### src/rtl/interrupt_trap_arbiter_pkg.sv
// Shared types and constants for the interrupt/trap arbiter.
package int_arb_pkg;

  typedef enum logic [1:0] {
    IDLE = 2'd0,
    REQ  = 2'd1,
    TRAP = 2'd2
  } arb_state_e;

  typedef enum logic [1:0] {
    SRC_P = 2'd0,
    SRC_S = 2'd1,
    SRC_T = 2'd2
  } src_id_e;

  localparam logic [31:0] MCAUSE_INT_BIT = 32'h8000_0000;

  localparam int unsigned DEF_CAUSE_MSI    = 3;
  localparam int unsigned DEF_CAUSE_MTI    = 7;
  localparam int unsigned DEF_STARVE_LIMIT = 4;

  // Builds an interrupt mcause value: interrupt bit set, code in [30:0].
  function automatic logic [31:0] make_mcause(input logic [30:0] code);
    return MCAUSE_INT_BIT | {1'b0, code};
  endfunction

endpackage

### src/rtl/interrupt_trap_arbiter_if.sv
// Trap-request bundle between the interrupt sources/CSR unit and the arbiter.
// The arbiter uses the slave modport; the CSR/trap side uses master.
interface interrupt_trap_arbiter_if;
  logic        mie;
  logic        msie;
  logic        mtie;
  logic        sw_int;
  logic        timer_int;
  logic        p_int;
  logic [31:0] p_mcause;
  logic        csr_busy;
  logic        trap_taken;
  logic        mret;
  logic        int_req;
  logic [31:0] int_mcause;
  logic        p_int_read;
  logic        in_trap;

  modport slave (
    input  mie, msie, mtie, sw_int, timer_int, p_int, p_mcause,
           csr_busy, trap_taken, mret,
    output int_req, int_mcause, p_int_read, in_trap
  );

  modport master (
    output mie, msie, mtie, sw_int, timer_int, p_int, p_mcause,
           csr_busy, trap_taken, mret,
    input  int_req, int_mcause, p_int_read, in_trap
  );
endinterface

### src/rtl/interrupt_trap_arbiter_starve_ctr.sv
// Saturating count of consecutive peripheral traps taken while the timer
// was eligible; force_timer makes the next arbitration favour the timer.
// Only instantiated when INT_ARB_STARVE_GUARD_EN is defined.
module int_arb_starve_ctr #(
  parameter int unsigned STARVE_LIMIT = 4
) (
  input  logic clk,
  input  logic reset,
  input  logic take_p,
  input  logic take_t,
  input  logic t_elig,
  output logic force_timer
);

  localparam int unsigned W = $clog2(STARVE_LIMIT + 1);

  logic [W-1:0] cnt_q;

  // Count P traps taken with T waiting; clear on T service or P with T idle.
  always_ff @(posedge clk) begin
    if (reset) begin
      cnt_q <= '0;
    end else if (take_t || (take_p && !t_elig)) begin
      cnt_q <= '0;
    end else if (take_p && t_elig && (cnt_q != W'(STARVE_LIMIT))) begin
      cnt_q <= cnt_q + 1'b1;
    end
  end

  assign force_timer = (cnt_q == W'(STARVE_LIMIT));

endmodule

### src/rtl/interrupt_trap_arbiter.sv
// Merges peripheral, machine-software and machine-timer interrupts into a
// single trap request with fixed priority P > S > T and a busy/ack handshake.
// Optional starvation guard for the timer: define INT_ARB_STARVE_GUARD_EN.
//
// state | meaning
// ------+-----------------------------------------------------------
// IDLE  | no request; arbitrate when mie & ~csr_busy & any source
// REQ   | int_req high, winner and mcause latched until ack or abort
// TRAP  | handler running (in_trap); wait for mret
import int_arb_pkg::*;

module interrupt_trap_arbiter #(
  parameter int unsigned CAUSE_MSI    = DEF_CAUSE_MSI,
  parameter int unsigned CAUSE_MTI    = DEF_CAUSE_MTI,
  parameter int unsigned STARVE_LIMIT = DEF_STARVE_LIMIT
) (
  input logic                    clk,
  input logic                    reset,
  interrupt_trap_arbiter_if.slave bus
);

  arb_state_e  state_q, state_d;
  src_id_e     win_q, win_d;
  logic [31:0] cause_q, cause_d;
  logic        p_read_q, p_read_d;

  logic        el_p, el_s, el_t, any_el;
  logic        force_timer;
  src_id_e     pick_src;
  logic [31:0] pick_cause;

  assign el_p   = bus.p_int;
  assign el_s   = bus.sw_int & bus.msie;
  assign el_t   = bus.timer_int & bus.mtie;
  assign any_el = el_p | el_s | el_t;

`ifdef INT_ARB_STARVE_GUARD_EN
  logic take_p, take_t;

  assign take_p = (state_q == REQ) && bus.trap_taken && (win_q == SRC_P);
  assign take_t = (state_q == REQ) && bus.trap_taken && (win_q == SRC_T);

  int_arb_starve_ctr #(
    .STARVE_LIMIT (STARVE_LIMIT)
  ) u_starve_ctr (
    .clk         (clk),
    .reset       (reset),
    .take_p      (take_p),
    .take_t      (take_t),
    .t_elig      (el_t),
    .force_timer (force_timer)
  );
`else
  assign force_timer = 1'b0;
`endif

  // Fixed-priority pick; p_mcause only reaches the cause when p_int is set.
  always_comb begin
    pick_src   = SRC_T;
    pick_cause = make_mcause(31'(CAUSE_MTI));
    if (force_timer && el_t) begin
      pick_src   = SRC_T;
      pick_cause = make_mcause(31'(CAUSE_MTI));
    end else if (el_p) begin
      pick_src   = SRC_P;
      pick_cause = make_mcause(bus.p_mcause[30:0]);
    end else if (el_s) begin
      pick_src   = SRC_S;
      pick_cause = make_mcause(31'(CAUSE_MSI));
    end
  end

  // Next-state logic; trap_taken in REQ takes precedence over an abort.
  always_comb begin
    state_d  = state_q;
    win_d    = win_q;
    cause_d  = cause_q;
    p_read_d = 1'b0;
    case (state_q)
      IDLE: begin
        if (bus.mie && !bus.csr_busy && any_el) begin
          state_d = REQ;
          win_d   = pick_src;
          cause_d = pick_cause;
        end
      end
      REQ: begin
        if (bus.trap_taken) begin
          state_d  = TRAP;
          p_read_d = (win_q == SRC_P);
        end else if (bus.csr_busy || !bus.mie) begin
          state_d = IDLE;
        end
      end
      TRAP: begin
        if (bus.mret) begin
          state_d = IDLE;
        end
      end
      default: state_d = IDLE;
    endcase
  end

  // State and latched request registers.
  always_ff @(posedge clk) begin
    if (reset) begin
      state_q  <= IDLE;
      win_q    <= SRC_P;
      cause_q  <= '0;
      p_read_q <= 1'b0;
    end else begin
      state_q  <= state_d;
      win_q    <= win_d;
      cause_q  <= cause_d;
      p_read_q <= p_read_d;
    end
  end

  assign bus.int_req    = (state_q == REQ);
  assign bus.int_mcause = cause_q;
  assign bus.p_int_read = p_read_q;
  assign bus.in_trap    = (state_q == TRAP);

endmodule

### src/flat_wrapper.sv
// flat-port wrapper written by rule: the top's interface ports become plain ports
module interrupt_trap_arbiter_flat 
#(
  parameter int unsigned CAUSE_MSI    = DEF_CAUSE_MSI,
  parameter int unsigned CAUSE_MTI    = DEF_CAUSE_MTI,
  parameter int unsigned STARVE_LIMIT = DEF_STARVE_LIMIT
)
  (clk, reset, bus_mie, bus_msie, bus_mtie, bus_sw_int, bus_timer_int, bus_p_int, bus_p_mcause, bus_csr_busy, bus_trap_taken, bus_mret, bus_int_req, bus_int_mcause, bus_p_int_read, bus_in_trap);
  interrupt_trap_arbiter_if bus_i ();
  input logic clk;
  input logic reset;
  input wire logic [$bits(bus_i.mie)-1:0] bus_mie;
  input wire logic [$bits(bus_i.msie)-1:0] bus_msie;
  input wire logic [$bits(bus_i.mtie)-1:0] bus_mtie;
  input wire logic [$bits(bus_i.sw_int)-1:0] bus_sw_int;
  input wire logic [$bits(bus_i.timer_int)-1:0] bus_timer_int;
  input wire logic [$bits(bus_i.p_int)-1:0] bus_p_int;
  input wire logic [$bits(bus_i.p_mcause)-1:0] bus_p_mcause;
  input wire logic [$bits(bus_i.csr_busy)-1:0] bus_csr_busy;
  input wire logic [$bits(bus_i.trap_taken)-1:0] bus_trap_taken;
  input wire logic [$bits(bus_i.mret)-1:0] bus_mret;
  output wire logic [$bits(bus_i.int_req)-1:0] bus_int_req;
  output wire logic [$bits(bus_i.int_mcause)-1:0] bus_int_mcause;
  output wire logic [$bits(bus_i.p_int_read)-1:0] bus_p_int_read;
  output wire logic [$bits(bus_i.in_trap)-1:0] bus_in_trap;
  assign bus_i.mie = bus_mie;
  assign bus_i.msie = bus_msie;
  assign bus_i.mtie = bus_mtie;
  assign bus_i.sw_int = bus_sw_int;
  assign bus_i.timer_int = bus_timer_int;
  assign bus_i.p_int = bus_p_int;
  assign bus_i.p_mcause = bus_p_mcause;
  assign bus_i.csr_busy = bus_csr_busy;
  assign bus_i.trap_taken = bus_trap_taken;
  assign bus_i.mret = bus_mret;
  assign bus_int_req = bus_i.int_req;
  assign bus_int_mcause = bus_i.int_mcause;
  assign bus_p_int_read = bus_i.p_int_read;
  assign bus_in_trap = bus_i.in_trap;
  interrupt_trap_arbiter #(.CAUSE_MSI(CAUSE_MSI), .CAUSE_MTI(CAUSE_MTI), .STARVE_LIMIT(STARVE_LIMIT)) u_core (.clk(clk), .reset(reset), .bus(bus_i));
endmodule
### config.mk
export PLATFORM = sky130hd
export DESIGN_NAME = interrupt_trap_arbiter_flat
export DESIGN_NICKNAME = d
export VERILOG_FILES = /design/src/rtl/interrupt_trap_arbiter_pkg.sv /design/src/rtl/interrupt_trap_arbiter_if.sv /design/src/rtl/interrupt_trap_arbiter_starve_ctr.sv /design/src/rtl/interrupt_trap_arbiter.sv /design/src/flat_wrapper.sv
export SDC_FILE = /design/constraint.sdc
export NUM_CORES = 1
export LEC_CHECK = 0
export CAP_MARGIN = 20
export CORE_ASPECT_RATIO = 0.7
export CORE_MARGIN = 2
export CORE_UTILIZATION = 30
export CTS_CLUSTER_SIZE = 14
export DETAILED_ROUTE_END_ITERATION = 16
export PLACE_DENSITY = 0.66
export RECOVER_POWER = 25
export REMOVE_ABC_BUFFERS = 1
export SYNTH_ARGS = -nofsm -noshare
export SYNTH_HDL_FRONTEND = slang
export SYNTH_SLANG_ARGS = --single-unit
### constraint.sdc
create_clock -name clk -period 2.1 [get_ports clk]
set_clock_uncertainty 0.2 [all_clocks]
set_input_delay 0.42 -clock clk [delete_from_list [all_inputs] [get_ports clk]]
set_output_delay 0.42 -clock clk [all_outputs]
set_load 0.005 [all_outputs]
# --- Yosys cells after proc, flatten, opt, wreduce, memory -nomap -nowiden ---
# Index checks and enable logic that the tools add are counted.
totals:
  mem_count: 0
  latch_bits: 0
  register_bits: 37
  out_inout_bits: 35
  rom_bits: 0
  wordCells: 34
  mem_bits_rw: 0
op_classes:
  n_eq_ne: 5
  bitwise: 6
  n_reduce_logical: 10
  order_cmp: 0
  mul: 0
  shifts: 0
  n_div: 0
  mux: 9
  addsub: 0
op_table:
  columns: ["cell", "n"]
  rows:
  - ["$mux W32", 1]
  - ["$mux W2", 6]
  - ["$pmux W2 S3", 1]
  - ["$logic_not A2 Y1", 2]
  - ["$mux W3", 1]
  - ["$ne A3 B2 Y1 const B", 1]
  - ["$reduce_and A3 Y1", 1]
  - ["$reduce_or A3 Y1", 1]
  - ["$and A1 B1 Y1", 2]
  - ["$eq A2 B1 Y1 const B", 1]
  - ["$eq A2 B2 Y1 const B", 1]
  - ["$logic_and A1 B1 Y1", 2]
  - ["$logic_not A1 Y1", 2]
  - ["$ne A2 B1 Y1 const B", 1]
  - ["$ne A2 B2 Y1 const B", 1]
  - ["$not A1 Y1", 2]
  - ["$or A1 B1 Y1", 2]
  - ["$reduce_and A2 Y1", 1]
  - ["$logic_or A1 B1 Y1", 1]

# --- Depth between registers and ports, before layout ---
logic_depth:
  ltp_word: 6
  depth_mapped: 5
  depth_no_buf: 3

# --- Worst setup path after synthesis ---
# OpenSTA, ideal clock, no wires.
synth_path:
  path_kind: "input port to flip-flop"
  startpoint: "input port bus_csr_busy"
  endpoint: "register u_core.cause_q[10], in the netlist u_core.bus.int_mcause[10]"
  n_path_buf: 2
  arrival_ps: 1370
  setup_time_ps: 132
  t_required_ps: 1768
  stages: 5
  slack_ps: 398
  cell_sequence: "or4b_1 buf_2 clkbuf_2 o21ai_0 a21oi_1"
synth_via:
  elab_chain_cells: 4
synth_lines:
  columns: ["item", "line_no", "rtl"]
  rows:
  - ["start: declaration", "flat_wrapper.sv:19", "input wire logic [$bits(bus_i.csr_busy)-1:0] bus_csr_busy;"]
  - ["$logic_not A1 Y1", "interrupt_trap_arbiter.sv:81", "if (bus.mie && !bus.csr_busy && any_el) begin"]
  - ["$logic_and A1 B1 Y1 (2 in series)", "interrupt_trap_arbiter.sv:81", null]
  - ["$reduce_and A2 Y1 (no source line)", null, null]
  - ["end signal: assignment", "interrupt_trap_arbiter.sv:114", "cause_q <= cause_d;"]
  - ["end: declaration", "interrupt_trap_arbiter.sv:24", "logic [31:0] cause_q, cause_d;"]
# Every way passes these cells.
# A chain may end at the register's enable or synchronous reset.

# --- Worst setup path in the final report ---
layout_path:
  startpoint: "register u_core.state_q[0]"
  endpoint: "output port bus_int_req"
layout_via:
  elab_chain_cells: 1
layout_lines:
  columns: ["item", "line_no", "rtl"]
  rows:
  - ["start: declaration", "interrupt_trap_arbiter.sv:22", "arb_state_e state_q, state_d;"]
  - ["start signal: assignment", "interrupt_trap_arbiter.sv:112", "state_q <= state_d;"]
  - ["$eq A2 B1 Y1", "interrupt_trap_arbiter.sv:119", "assign bus.int_req = (state_q == REQ);"]
  - ["end: declaration", "flat_wrapper.sv:22", "output wire logic [$bits(bus_i.int_req)-1:0] bus_int_req;"]
# Every way passes these cells.

==> out/results.ini <==
[clock_tree]
clkSinkCount=37
cts_root_buf=clkbuf_8
cts-htree-levels=2
clock_latency_ns=0.28
cts_tree=yes
clk_pin_slew_ns=0.07
clk_path_buf_depth=2
postCtsSetupRepairBufs=0
cts_buffers=5

[sta]
period_minus_slack_ns=2.01
worst_slack_ns=0.0931
slew_headroom_pct=50.0
worstMarginPinSlew_ns=0.750
fin_crit_sh_pct=95.6
rsz0062_at_grt=false
finalHoldViolCount=0
slew_violations=0
fmax_ghz=0.498
setup_viol=0

[routing]
first_pass_iters=4
drtIter0Drc=30
routed_via_density=5.07
drtAntennaViolNets=0
vias=1545
drc=0
wl_per_cell_um=13.8
drt-total-wl_um=4210

[hold_path]
hold_class=flip-flop to flip-flop
min_from=u_core.bus.int_mcause[5]

[synthesis]
netlist_area_sq_um=1450
async_flop_share_pct=0
ys_ff_latch=37
netlist-cell-type-count=24
synth_edf_count=0
syn_inst=172
yosysSeqAreaShare_pct=51.1
synth_warnings=0
synth-main-ff-cell=dfxtp_1
syn_avg_cell_area_sq_um=8.43

[global_route]
gr-total-overflow=0
track_usage_pct=15.6
grt_max_degree=37
grt_pass1_vias=1472
antenna_found_initial=0
grt_pass1_wl_um=6790

[layout]
fin_nets=290
nFillCells=469
drive_above_1_share_pct=8.87
utilization_pct=51.2
diodes=0
areaGrowthSynthToFinish_pct=67.1

[setup_path]
criticalPathCategory=flip-flop to primary output
cp_slowest_stage_delay_ns=0.52
critPathRequiredTime_ns=1.48
crit_start=u_core.state_q[0]
regToRegStartpoint=u_core.state_q[0]
cp_max_fo=7
cp-start-kind=flip-flop
critPathBufInv=1
crit_path_cell_trace=nor2b_1, clkdlybuf4s50_1
crit_family=buffers and inverters
slowest_stage=clkdlybuf4s50_1
crit_path_end_kind=primary output
crit_arrival_ns=1.39

[floorplanning]
io_pins=78
die_w_um=87.1
core_area_sq_um=4730
die_h_um=62.2
rows=21
start_util_pct=30.7
die-area_sq_um=5420

[place]
hpwl_um=2850
place_ws_ns=-0.113
place.gp.congestion=0.706
port_buffers=76

[pwr]
p_leak_nw=0.881
powerDensity_nw_per_um2=631
irDropWorstVdd_uv=271

[run]
cap_violations=0

[run_status]
status=completed

[logic make-up after synthesis]
| kind of cell | share of synthesized area (%) |
|---|---|
| flops | 51.1 |
| buf+inv | 5.95 |
| simple gates | 17.3 |
| compound gates | 25.7 |
[flip-flops by register name, summed over array words and instances (netlist names)]
signal / flops
u_core.bus.p_int_read: 1
u_core.bus.int_mcause: 32
u_core.state_q: 2
u_core.win_q: 2
[power by group]
group	leakage [nW]	internal [mW]	switching, mW
combinational	0.525	0.145	0.104
clock	0.0542	0.297	0.245
sequential	0.302	0.726	0.0124
[cells in the mapped netlist (2+ instances only)]
library cell,n,area share [%]
o21ai_0,31,11
nor2_1,3,0.78
inv_1,2,0.52
nor3_1,4,1.4
nor2b_1,2,0.86
clkbuf_1,10,2.6
dfxtp_1,37,51
buf_2,4,1.4
a21oi_1,35,12
clkbuf_2,2,0.69
nand3_1,29,10
[worst register-to-register path, cell delays in order, from the launching register on]
cell and delay (ns):
dfxtp_2 0.36, or4b_1 0.58, buf_12 0.19, or2_0 0.24
a21oi_1 0.13
[final timing paths]
| kind | depth (start not counted) | endpoint | slack (ns) |
|---|---|---|---|
| min | 2 | u_core.bus.int_mcause[5] | 0.27 |
| min reg2reg | 2 | u_core.bus.int_mcause[5] | 0.27 |
| max reg2reg | 4 | u_core.win_q[0] | 0.33 |
| max | 2 | bus_int_req | 0.09 |
[per-stage QoR]
| stage | area (sq um) | TNS (ns) | total power [mW] | hold slack (ns) | cells |
|---|---|---|---|---|---|
| CTS | 2420 | 0 | 1.55 | 0.275 | 305 |
| finish | 2420 | 0 | 1.53 | 0.268 | 305 |
| detailed placement | 2320 | -1.88 | 1.01 | 0.260 | 297 |
| global placement | 2320 | -1.05 | 1.01 | 0.256 | 297 |
| global route | 2420 | 0 | 1.61 | 0.295 | 305 |
| floorplan | 1370 | -13.42 | 0.815 | 0.244 | 155 |
[layout by cell type (no fill, tap or decap), drive strengths merged]
cell type | Yosys | routed
a221oi | 1 | 1
nand3b | 1 | 1
o2111ai | 1 | 1
dfxtp | 37 | 37
or4b | 2 | 2
nand3 | 29 | 29
a21oi | 35 | 35
inv | 2 | 2
buf | 5 | 8
nor4 | 1 | 1
dlygate4sd3 | 0 | 16
clkinv | 0 | 1
a211oi | 1 | 1
a22oi | 1 | 1
or2 | 1 | 1
o21ai | 31 | 31
a221o | 1 | 1
nor4b | 1 | 1
clkbuf | 12 | 8
nor3 | 4 | 4
nor2b | 2 | 2
nor2 | 3 | 3
clkdlybuf4s50 | 0 | 60
and3 | 1 | 1
[layer usage]
layer	global-route usage, %	up-vias	wire, um
met1	20.3	719	2030
met2	24.3	50	1820
met4	4.81	0	15
met3	5.45	2	338
met5	0	-	0
li1	-	774	-
[layout make-up]
class | instances | area [sq um] | area share, %
multi-input combinational | 116 | 649 | 26.8
clock inverter | 1 | 5.00 | 0.207
sequential | 37 | 743 | 30.7
timing repair buffer | 85 | 851 | 35.1
tap | 57 | 71.3 | 2.94
clock buffer | 7 | 96.3 | 3.98
inverter | 2 | 7.51 | 0.310
[repair_timing]
| action | CTS | global route |
|---|---|---|
| hold buffers | 0 | 0 |
| resized for setup | 1 | 1 |
| endpoints found under the setup margin | 1 | 1 |
Note: power is estimated with default switching activity, not from simulation.
